$ cat src/rtl/alu_seq.sv
// -----------------------------------------------------------------------------
// alu_seq -- command sequencer wrapped around an external multi-cycle ALU.
//
// Accepts (a, b, op) commands on a valid/ready port and buffers them in a small
// FIFO. It issues one command at a time onto the ALU operand/opcode outputs and
// holds them for LAT cycles. It then captures the ALU result and status and
// presents them on a valid/ready result port.
//
// Parameters
//   BITS  : operand / result width (matches the ALU)
//   DEPTH : command FIFO entries, power of two, >= 2
//   LAT   : cycles from the operand-drive edge to the result-sample edge, >= 1
//
// Ports
//   i_clk, i_rst            clock (rising edge), asynchronous active-low reset
//   i_cmd_valid/o_cmd_ready command handshake; i_cmd_a/b/op command payload
//   o_alu_a/b/op            registered operands/opcode to the ALU
//   i_alu_out/i_alu_status  ALU result and status (err, even, ovf, single)
//   o_res_valid/i_res_ready result handshake
//   o_res_data/status/op    captured result, status and producing opcode
//   o_level                 FIFO occupancy
//   i_sticky_clr, o_sticky  sticky error/overflow flags
//
// Optional feature
//   ALU_SEQ_STICKY_EN : when defined, o_sticky accumulates status bit0 (error)
//                       and bit2 (overflow) across captures. When it is
//                       undefined, o_sticky is 0 and i_sticky_clr is ignored.
// -----------------------------------------------------------------------------
module alu_seq #(
    parameter int BITS  = 8,
    parameter int DEPTH = 4,
    parameter int LAT   = 2
) (
    input  logic                     i_clk,
    input  logic                     i_rst,

    input  logic                     i_cmd_valid,
    output logic                     o_cmd_ready,
    input  logic [BITS-1:0]          i_cmd_a,
    input  logic [BITS-1:0]          i_cmd_b,
    input  logic [1:0]               i_cmd_op,

    output logic [BITS-1:0]          o_alu_a,
    output logic [BITS-1:0]          o_alu_b,
    output logic [1:0]               o_alu_op,
    input  logic [BITS-1:0]          i_alu_out,
    input  logic [3:0]               i_alu_status,

    output logic                     o_res_valid,
    input  logic                     i_res_ready,
    output logic [BITS-1:0]          o_res_data,
    output logic [3:0]               o_res_status,
    output logic [1:0]               o_res_op,

    output logic [$clog2(DEPTH):0]   o_level,

    input  logic                     i_sticky_clr,
    output logic [3:0]               o_sticky
);

    localparam int AW = $clog2(DEPTH);
    localparam int LW = AW + 1;
    localparam int CW = $clog2(LAT + 1);
    localparam int EW = 2 * BITS + 2;

    typedef enum logic [1:0] {
        ST_IDLE = 2'd0,
        ST_WAIT = 2'd1,
        ST_HOLD = 2'd2
    } state_t;

    // ------------------------------------------------------------------
    // Storage and state
    // ------------------------------------------------------------------
    logic [EW-1:0]   mem [DEPTH];

    logic [AW-1:0]   wr_ptr_q,    wr_ptr_d;
    logic [AW-1:0]   rd_ptr_q,    rd_ptr_d;
    logic [LW-1:0]   level_q,     level_d;
    logic            cmd_ready_q, cmd_ready_d;

    state_t          state_q,     state_d;
    logic [CW-1:0]   cnt_q,       cnt_d;

    logic [BITS-1:0] alu_a_q,     alu_a_d;
    logic [BITS-1:0] alu_b_q,     alu_b_d;
    logic [1:0]      alu_op_q,    alu_op_d;

    logic            res_valid_q, res_valid_d;
    logic [BITS-1:0] res_data_q,  res_data_d;
    logic [3:0]      res_status_q, res_status_d;
    logic [1:0]      res_op_q,    res_op_d;

    logic            push;
    logic            pop;
    logic            capture;
    logic            fifo_empty;
    logic [EW-1:0]   head;

    // o_cmd_ready is a flop. Reset holds it low. After reset it follows the
    // occupancy that the edge just produced.
    assign push       = i_cmd_valid && cmd_ready_q;
    assign fifo_empty = (level_q == '0);
    assign head       = mem[rd_ptr_q];
    assign capture    = (state_q == ST_WAIT) && (cnt_q == CW'(1));

    // ------------------------------------------------------------------
    // FIFO storage. No reset: emptiness is defined by the pointers/level.
    // ------------------------------------------------------------------
    always_ff @(posedge i_clk) begin
        if (push) begin
            mem[wr_ptr_q] <= {i_cmd_op, i_cmd_b, i_cmd_a};
        end
    end

    // ------------------------------------------------------------------
    // Sequencer next-state logic
    // ------------------------------------------------------------------
    always_comb begin
        state_d      = state_q;
        cnt_d        = cnt_q;
        pop          = 1'b0;
        alu_a_d      = alu_a_q;
        alu_b_d      = alu_b_q;
        alu_op_d     = alu_op_q;
        res_valid_d  = res_valid_q;
        res_data_d   = res_data_q;
        res_status_d = res_status_q;
        res_op_d     = res_op_q;

        case (state_q)
            ST_IDLE: begin
                if (!fifo_empty) begin
                    pop     = 1'b1;
                    state_d = ST_WAIT;
                end
            end

            ST_WAIT: begin
                cnt_d = cnt_q - CW'(1);
                if (capture) begin
                    // The opcode reported with the result is the one still
                    // sitting on the ALU inputs for this command.
                    res_valid_d  = 1'b1;
                    res_data_d   = i_alu_out;
                    res_status_d = i_alu_status;
                    res_op_d     = alu_op_q;
                    state_d      = ST_HOLD;
                end
            end

            ST_HOLD: begin
                if (i_res_ready) begin
                    res_valid_d = 1'b0;
                    // Back-to-back issue: the next command goes out on the
                    // same edge that retires the current result.
                    if (!fifo_empty) begin
                        pop     = 1'b1;
                        state_d = ST_WAIT;
                    end else begin
                        state_d = ST_IDLE;
                    end
                end
            end

            default: begin
                state_d = ST_IDLE;
            end
        endcase

        // The ALU inputs change only when a command is popped.
        if (pop) begin
            alu_a_d  = head[BITS-1:0];
            alu_b_d  = head[2*BITS-1:BITS];
            alu_op_d = head[2*BITS+1:2*BITS];
            cnt_d    = CW'(LAT);
        end
    end

    // ------------------------------------------------------------------
    // FIFO pointer / occupancy next-state logic
    // ------------------------------------------------------------------
    always_comb begin
        wr_ptr_d = wr_ptr_q;
        rd_ptr_d = rd_ptr_q;
        level_d  = level_q;

        // The pointers are exactly AW bits wide, so they wrap modulo DEPTH
        // without extra logic.
        if (push) begin
            wr_ptr_d = wr_ptr_q + AW'(1);
        end
        if (pop) begin
            rd_ptr_d = rd_ptr_q + AW'(1);
        end

        case ({push, pop})
            2'b10:   level_d = level_q + LW'(1);
            2'b01:   level_d = level_q - LW'(1);
            default: level_d = level_q;
        endcase

        cmd_ready_d = (level_d != LW'(DEPTH));
    end

    // ------------------------------------------------------------------
    // State registers
    // ------------------------------------------------------------------
    always_ff @(posedge i_clk or negedge i_rst) begin
        if (!i_rst) begin
            wr_ptr_q     <= '0;
            rd_ptr_q     <= '0;
            level_q      <= '0;
            cmd_ready_q  <= 1'b0;
            state_q      <= ST_IDLE;
            cnt_q        <= '0;
            alu_a_q      <= '0;
            alu_b_q      <= '0;
            alu_op_q     <= '0;
            res_valid_q  <= 1'b0;
            res_data_q   <= '0;
            res_status_q <= '0;
            res_op_q     <= '0;
        end else begin
            wr_ptr_q     <= wr_ptr_d;
            rd_ptr_q     <= rd_ptr_d;
            level_q      <= level_d;
            cmd_ready_q  <= cmd_ready_d;
            state_q      <= state_d;
            cnt_q        <= cnt_d;
            alu_a_q      <= alu_a_d;
            alu_b_q      <= alu_b_d;
            alu_op_q     <= alu_op_d;
            res_valid_q  <= res_valid_d;
            res_data_q   <= res_data_d;
            res_status_q <= res_status_d;
            res_op_q     <= res_op_d;
        end
    end

    // ------------------------------------------------------------------
    // Sticky error / overflow flags
    // ------------------------------------------------------------------
`ifdef ALU_SEQ_STICKY_EN
    logic [3:0] sticky_q, sticky_d;
    logic [3:0] sticky_base;

    always_comb begin
        // A clear that coincides with a capture keeps only the new bits.
        sticky_base = i_sticky_clr ? 4'b0000 : sticky_q;
        sticky_d    = sticky_base;
        if (capture) begin
            sticky_d = sticky_base | {1'b0, i_alu_status[2], 1'b0, i_alu_status[0]};
        end
    end

    always_ff @(posedge i_clk or negedge i_rst) begin
        if (!i_rst) begin
            sticky_q <= 4'b0000;
        end else begin
            sticky_q <= sticky_d;
        end
    end

    assign o_sticky = sticky_q;
`else
    logic unused_sticky_clr;
    assign unused_sticky_clr = i_sticky_clr;
    assign o_sticky          = 4'b0000;
`endif

    // ------------------------------------------------------------------
    // Outputs
    // ------------------------------------------------------------------
    assign o_cmd_ready  = cmd_ready_q;
    assign o_alu_a      = alu_a_q;
    assign o_alu_b      = alu_b_q;
    assign o_alu_op     = alu_op_q;
    assign o_res_valid  = res_valid_q;
    assign o_res_data   = res_data_q;
    assign o_res_status = res_status_q;
    assign o_res_op     = res_op_q;
    assign o_level      = level_q;

endmodule

$ cat config.mk
export PLATFORM = sky130hd
export DESIGN_NAME = alu_seq
export DESIGN_NICKNAME = d
export VERILOG_FILES = /design/src/rtl/alu_seq.sv
export SDC_FILE = /design/constraint.sdc
export NUM_CORES = 1
export LEC_CHECK = 0
export CAP_MARGIN = 20
export CORE_MARGIN = 8
export CORE_UTILIZATION = 55
export CTS_BUF_LIST = sky130_fd_sc_hd__clkbuf_4
export CTS_CLUSTER_DIAMETER = 60
export DETAILED_ROUTE_END_ITERATION = 6
export HOLD_SLACK_MARGIN = 0.15
export PLACE_DENSITY = 0.82
export SYNTH_ARGS = -nofsm -noshare
export SYNTH_HDL_FRONTEND = slang
export SYNTH_SLANG_ARGS = --single-unit
$ cat constraint.sdc
create_clock -name i_clk -period 7.9 [get_ports i_clk]
set_clock_uncertainty 0.2 [all_clocks]
set_input_delay 0.79 -clock i_clk [delete_from_list [all_inputs] [get_ports i_clk]]
set_output_delay 0.79 -clock i_clk [all_outputs]
set_load 0.02 [all_outputs]
; After elaboration in Yosys (flattened, before gate mapping)
; Memory sizes are Yosys's and may differ from the RTL's. A register that Yosys moved wholly into a read port is not among the register bits.
; Index checks and enable logic that the tools add are counted.
[word_totals]
ram_bits = 72
output_inout_bits = 41
n_memories = 1
word_cells = 51
input_bits = 35
reg_bits = 27
[memory_table]
columns = name, words, word_bits, rd, rd_clocked_by_memory_dff, write_ports, line
row1 = mem, 4, 18, 1, 1, 1, 75  ; logic [EW-1:0] mem [DEPTH];
[op_classes]
n_eq_ne = 9
n_mux = 16
addsub = 5
n_reduce_logical = 10
[ops]
columns = operator, n
row1 = $mux W2, 5
row2 = $mux W1, 7
row3 = $eq A2 B1 Y1 const B, 3
row4 = $ne A2 B2 Y1 const B, 3
row5 = $pmux W2 S3, 1
row6 = $pmux W3 S2, 1
row7 = $reduce_and A3 Y1, 2
row8 = $add A2 B1 Y2 const B, 2
row9 = $eq A2 B2 Y1 const B, 2
row10 = $pmux W1 S2, 2
row11 = $reduce_bool A2 Y1, 2
row12 = $add A3 B1 Y3 const B, 1
row13 = $logic_not A3 Y1, 1
row14 = $ne A3 B3 Y1 const B, 1
row15 = $sub A3 B1 Y3 const B, 1
row16 = $logic_and A1 B1 Y1, 2
row17 = $logic_not A2 Y1, 1
row18 = $reduce_and A2 Y1, 1
row19 = $sub A2 B1 Y2 const B, 1
row20 = $logic_not A1 Y1, 1

; Depth between registers and ports, before layout
[logic_depth]
depth_word = 7
mapped_depth = 9
depth_no_buf = 8

; Least setup slack after synthesis
; OpenSTA, ideal clock, no wires.
[synth_path]
kind = input -> register
startpoint = input i_res_ready
endpoint = register cmd_ready_q (netlist: o_cmd_ready)
setup_time_ps = 124
t_arrival_ps = 2640
required_time_ps = 7576
setup_slack_ps = 4936
cell_stages = 9
path_buffers = 1
path_cell_list = nor2b_1 nor3_4 buf_6 ha_1 inv_1 fa_1 xor2_1 or3_1 a211o_1
[synth_between]
elab_chain_len = 5
word_cells_on_any_way = 6
cone_classes = eq/ne: 3 / mux: 3
[synth_rtl]
columns = item, line
row1 = start: declaration, 50  ; input logic i_res_ready,
row2 = $mux W1 (*), 153  ; if (i_res_ready) begin
row3 = $pmux W1 S2 (*), 131  ; case (state_q)
row4 = named net pop, 95  ; logic pop;
row5 = $eq A2 B1 Y1 / $eq A2 B2 Y1 (equally long branches), 197  ; case ({push, pop})
row6 = $pmux W3 S2 (*), 197
row7 = $ne A3 B3 Y1 (*), 203  ; cmd_ready_d = (level_d != LW'(DEPTH));
row8 = named net cmd_ready_d, 80  ; logic cmd_ready_q, cmd_ready_d;
row9 = end signal: assignment, 228  ; cmd_ready_q <= cmd_ready_d;
row10 = end: declaration, 80
; Mark *: on every way through the listed nets, which the timed path passes. The rest lies on a longest branch.
; A chain may end at the register's enable or synchronous reset.

; Final worst setup path
[layout_path]
startpoint = input i_res_ready
endpoint = register cmd_ready_q (netlist: o_cmd_ready)
[layout_between]
elab_chain_len = 5
word_cells_on_any_way = 6
cone_classes = eq/ne: 3 / mux: 3
[layout_rtl]
columns = item, line
row1 = $mux W1 (*), 153
row2 = $pmux W1 S2 (*), 131
row3 = $eq A2 B1 Y1 / $eq A2 B2 Y1 (equally long branches), 197
row4 = $pmux W3 S2 (*), 197
row5 = $ne A3 B3 Y1 (*), 203
row6 = named net cmd_ready_d, 80
; Marks and branches as above.

==> impl_results.md <==
* Status: finished, final reports clean
* GP Congestion at 0.682
* Reg-to-reg startpoint: state_q[1]
* Syn Area/Cell at 20.4 sq um
* Vias in the first global route at 2534
* Fillers at 529
* Most frequent cell after synthesis: edfxtp_1
* Layout cell share with drive strength beyond 1 at 0.281
* PwrDens at 405 mW/mm^2
* Crit-path max FO at 3
* Die W at 108 um
* Crit Path Category: in -> reg
* Area Overhead vs Synth at 22.9%
* Crit path launch type: primary input
* Initial antenna violation count at 0
* Largest area contributor in the netlist: edfxtp_1
* Hold Startpoint: o_res_status[3]
* Via total after detailed routing at 2269
* Critical Path RT at 8.09 ns
* Setup bufs post-CTS at 0
* Top FF cell, synth: edfxtp_1
* Final min period at roughly 2.8 ns
* IO buf count at 70
* Worst-margin pin slew at 1.01 ns
* Register-to-register setup slack at 5.45 ns
* Cts hold-fix bufs at 0
* Max rail drop VDD at about 0.17 mV
* RR Endpoint: o_cmd_ready
* Synthesis warning total at 0
* Mapped Cells at 226
* Static Leak at roughly 2.2 nW
* Diode count at 0
* Vert. Die Dim at around 110 um
* CTS buffer count at 17
* Seq/Total Area, Yosys at 0.712
* Hold Crit Depth at 1
* Synth cell types at 30
* Most common library cells after synthesis: edfxtp_1, dfrtp_1, mux2_4
* Top-area cell type share of the netlist area at 0.468
* TritonCTS clock tree: done
* Hold Path End: o_res_status[3]
* Tcrit/Tclk final at 0.350
* Residual DRC at 0
* Detailed Routing Iterations Pass 1 at 4
* Via density at 5.29
* Final nets at 353
* Finished Core Util at 0.694
* Hold Fails Final Rpt at 0
* Ys async rst share at 0.385
* Hold Crit Class: reg -> reg
* TNS Setup at 0 ns
* Clock Pin Slew Worst Setup and Hold Paths at 0.12 ns
* CP arrival at 2.95 ns
* Die ar. at 0.0116 sq mm
* Cts repair resizes at 0
* Post-DRT Antenna Nets at 0
* Overflow after GRT at 0
* Initial Util at 0.565
* Slew Limit Fails at 0
* Clk buf depth at 2
* Setup violators final at 0
* Number of synthesized flops with an enable pin at 72
* Element type at the critical path end: register
* Slew HR at 0.328
* Post-DP HPWL at 5260 um
* RSZ-0062 raised after global routing: false
* WL/cell at 18.6 um
* Worst-skew pair later-pin latency at 0.49 ns
* FF-to-FF path depth at 8
* Overall routed net length at 7970 um
* Cell row count at 33
* Clock root buffer: clkbuf_4
* CTS Sinks at between 100 and 150
* H-Tree Depth at 4
* Seq cells post-synth at about 120
* Mapped Area at 0.00462 sq mm
* DRT iter0 DRCs at 52
* Fmax at 361 MHz
* Pin count of the biggest net entering global routing at 46
* First-pass GRT wire length at 12800 um
* Area contributors post-synth: edfxtp_1, dfrtp_1, mux2_4
* Max-Cap Viols at 0
* Io pins at 76
* Overall fraction of global-route tracks in use at 0.149
* Core Area at between 0.008 and 0.009 sq mm
-- worst max-delay path by stage --
stage | startpoint | end | slack (ns) | depth (start not counted)
after floorplan | i_res_ready | o_cmd_ready | 4.94 | 9
after global placement | i_res_ready | o_cmd_ready | 4.65 | 9
after detailed placement | i_res_ready | o_cmd_ready | 4.65 | 9
after CTS | i_res_ready | o_cmd_ready | 5.18 | 9
after global routing | i_res_ready | o_cmd_ready | 5.11 | 9
final | i_res_ready | o_cmd_ready | 5.13 | 9
-- cells in the final DEF (no fill, tap or decap), types with 3 or more instances in the layout --
cell             Yosys  layout
mux2_4              27      27
mux2_2               6       6
clkinvlp_4           0       4
inv_1                8       8
dfrtp_1             45      45
edfxtp_1            72      72
nor2_1               3       3
clkbuf_4             0      17
conb_1               1       4
nand2_1              3       3
xor2_1               3       3
clkdlybuf4s50_1      0      69
inv_6                0       7
ha_1                 6       6
mux4_2              18      18
xnor2_1              3       3
and3_1               4       4
-- critical path, cell delays in order --
cell and delay, ns:
clkdlybuf4s50_1 0.51, nor2b_1 0.09, nor3_4 0.13, ha_1 0.20, inv_1 0.06, fa_1 0.38, xor2_1 0.16, or3_1 0.33
a211o_1 0.30
-- per-layer routing --
layer	global-route usage	wire length, um	vias up
li1	-	-	1038
met1	0.170	3370	1158
met2	0.244	4030	63
met3	0.0593	480	10
met4	0.0595	89	0
met5	0	0	-
-- layout make-up --
class                           instances  area [sq um]  area share
Sequential cell                       117          3290       0.579
Multi-Input combinational cell         93          1210       0.214
Timing Repair Buffer                   74           741       0.130
Clock inverter                         15           144      0.0253
Tap cell                              105           131      0.0231
Clock buffer                           17           128      0.0225
Inverter                                8          30.0     0.00529
-- cells by family (layout without fill, tap and decap cells) --
group                    Yosys count  after routing  synth area share
AND/OR/NAND/NOR                   17             17            0.0252
AO/OA/AOI/OAI                      7              7            0.0103
XOR/XNOR                           6              6            0.0114
flip-flops                       117            117             0.712
other                              1              4          0.000812
adder cells (fa/ha/maj)            7              7            0.0206
buffers and inverters             19            114            0.0274
multiplexers                      52             52             0.192
-- flip-flops by register name (all words and copies together) (netlist names), 3 cells and up --
register / flops
mem: 72
o_alu_a: 8
o_alu_b: 8
o_res_data: 8
o_res_status: 4
o_level: 3
-- power by group --
part | total [mW] | internal [mW] | leakage (nW) | switching (mW)
combinational | 0.927 | 0.520 | 0.866 | 0.406
sequential | 0.969 | 0.850 | 1.19 | 0.120
clock | 0.405 | 0.163 | 0.137 | 0.242
-- stage by stage --
step / hold slack (ns) / cells / setup slack [ns] / total power, mW / area, sq um
2_1_floorplan: 0.294 / 229 / 4.94 / 1.60 / 4630
3_3_place_gp: 0.286 / 395 / 4.65 / 1.89 / 5380
3_5_place_dp: 0.294 / 395 / 4.65 / 1.92 / 5380
4_1_cts: 0.260 / 427 / 5.18 / 2.33 / 5650
5_1_grt: 0.339 / 429 / 5.11 / 2.43 / 5680
6_report: 0.315 / 429 / 5.13 / 2.30 / 5680
No activity file was read; power rests on OpenSTA's default activity.
==> RTL change (same settings) <==
The 3 states of `state_t` get a one-hot encoding in 3 bits.
--- a/src/rtl/alu_seq.sv
+++ b/src/rtl/alu_seq.sv
@@ -64,8 +64,8 @@
     localparam int EW = 2 * BITS + 2;
 
-    typedef enum logic [1:0] {
-        ST_IDLE = 2'd0,
-        ST_WAIT = 2'd1,
-        ST_HOLD = 2'd2
+    typedef enum logic [2:0] {
+        ST_IDLE = 3'b001,
+        ST_WAIT = 3'b010,
+        ST_HOLD = 3'b100
     } state_t;
 
Check against the original RTL: no difference found for any inputs over 10 cycles, from zero or initial values and one cycle with i_rst low; not proved beyond that.
==> RTL change against the unedited design <==
- first-iteration DRC count increased by 52%
- final area is 0.86% higher
- worst setup slack got worse by 0.60 ns
- wire length is 4.7% higher
- critical path depth rose by 1
- sequential cell count rose by 1
- cell count rose by 1.6%
- hold slack got worse by 0.15 ns
- power fell by 0.26%
- sequential share of layout area barely moved
- area after synthesis rose by 1.5%
- highest routed layer unchanged
==> RTL change: results (changes against the unedited design) <==
metric	value	unit	change
grt_pass1_wl	13.27	mm	was 12.81 mm
place_ws	4.038	ns	was 4.649 ns
yosysSeqAreaShare	0.7072		was 0.7120
grt_pass1_vias	2558		was 2534
cellLeakagePower	2.205	nW	was 2.190 nW
outcome	finished clean		unchanged
p_seq_frac	0.424		was 0.421
vdd_drop_max	0.2085	mV	was 0.1747 mV
drive_gt1_frac	0.2810		was 0.2809
vias	2334		was 2269
dr.first_iter.drc_count	79		was 52
dp_hpwl	5.365	mm	was 5.255 mm
synth_compound_area_frac	0.01922		was 0.01030
synth.top_cells.by_area	edfxtp_1 (46%), dfrtp_1 (24%), mux4_2 (8.6%), mux2_4 (4.8%), mux2_2 (4.3%)		was edfxtp_1 (47%), dfrtp_1 (24%), mux2_4 (8.8%), mux4_2 (8.8%), ha_1 (1.6%)
synthArstFlopShare	0.3898		was 0.3846
synthTopCellsByCount	edfxtp_1 (72), dfrtp_1 (45), mux2_2 (18), mux4_2 (18), mux2_4 (15)		was edfxtp_1 (72), dfrtp_1 (45), mux2_4 (27), mux4_2 (18), inv_1 (8)
place_congestion	0.7332		was 0.6824
synth-xor-area-share	0.01121		was 0.01138
grt_max_degree	47		was 46
placed_cell_area	5441	um^2	was 5375 um^2
fillCellCount	549		was 529
critPathMaxFanout	23		was 3
worstPathRequired	8.07	ns	was 8.09 ns
yosys.cell_types.count	36		was 30
p_sw	0.7315	mW	was 0.7679 mW
synthMuxAreaShare	0.1799		was 0.1924
RTL change: changes by cell type in the layout (fill, tap and decap cells not counted), sizes merged, moves of 2 or more:
cell	before	now
inv	15	12
clkinvlp	4	0
nand2	4	2
nand3b	0	2
clkbuf	17	20
bufinv	1	3
a211oi	0	2
nor2	3	5
clkinv	3	5
RTL change: kinds of logic (layout without fill, tap and decap cells):
family                     after synthesis  in the layout
DFF                                    118            118
muxes                                   52             52
and+or+nand+nor                         21             21
buffers and inverters                   20            113
AOI/OAI and AO/OA                       10             10
adders and majority gates                7              7
xor gates and xnor gates                 6              6
other                                    1              4
RTL change: worst paths after layout:
check	cells past startpoint	end	slack (ns)
setup / recovery	10	o_cmd_ready$_DFF_PN0_	4.53
hold / removal	2	o_res_data[5]$_DFFE_PN0P_	0.17
setup reg to reg	9	o_cmd_ready$_DFF_PN0_	4.79
hold reg to reg	1	o_res_op[0]$_DFFE_PN0P_	0.31
max in group asynchronous	2	o_alu_a[7]$_DFFE_PN0P_	6.89
min in group i_clk	1	o_res_op[0]$_DFFE_PN0P_	0.31
RTL change: layout make-up:
class / count / area [um^2] / share of cell area
clock buffers: 20 / 150.1 / 0.02622
clock inverters: 12 / 133.9 / 0.02338
inverters: 8 / 30.03 / 0.005245
multi-input cells: 100 / 1247 / 0.2179
flip-flops and latches: 118 / 3314 / 0.5789
well taps: 105 / 131.4 / 0.02295
repair buffers: 73 / 718.2 / 0.1254
RTL change: layer usage:
layer,vias to the layer above,share of wire,wire [um],global-route usage
met3,8,0.078,647,0.04878
met2,89,0.48,3991,0.2437
met1,1173,0.43,3617,0.1875
met5,-,0,0,0
li1,1064,-,-,-
met4,0,0.010,87,0.07038
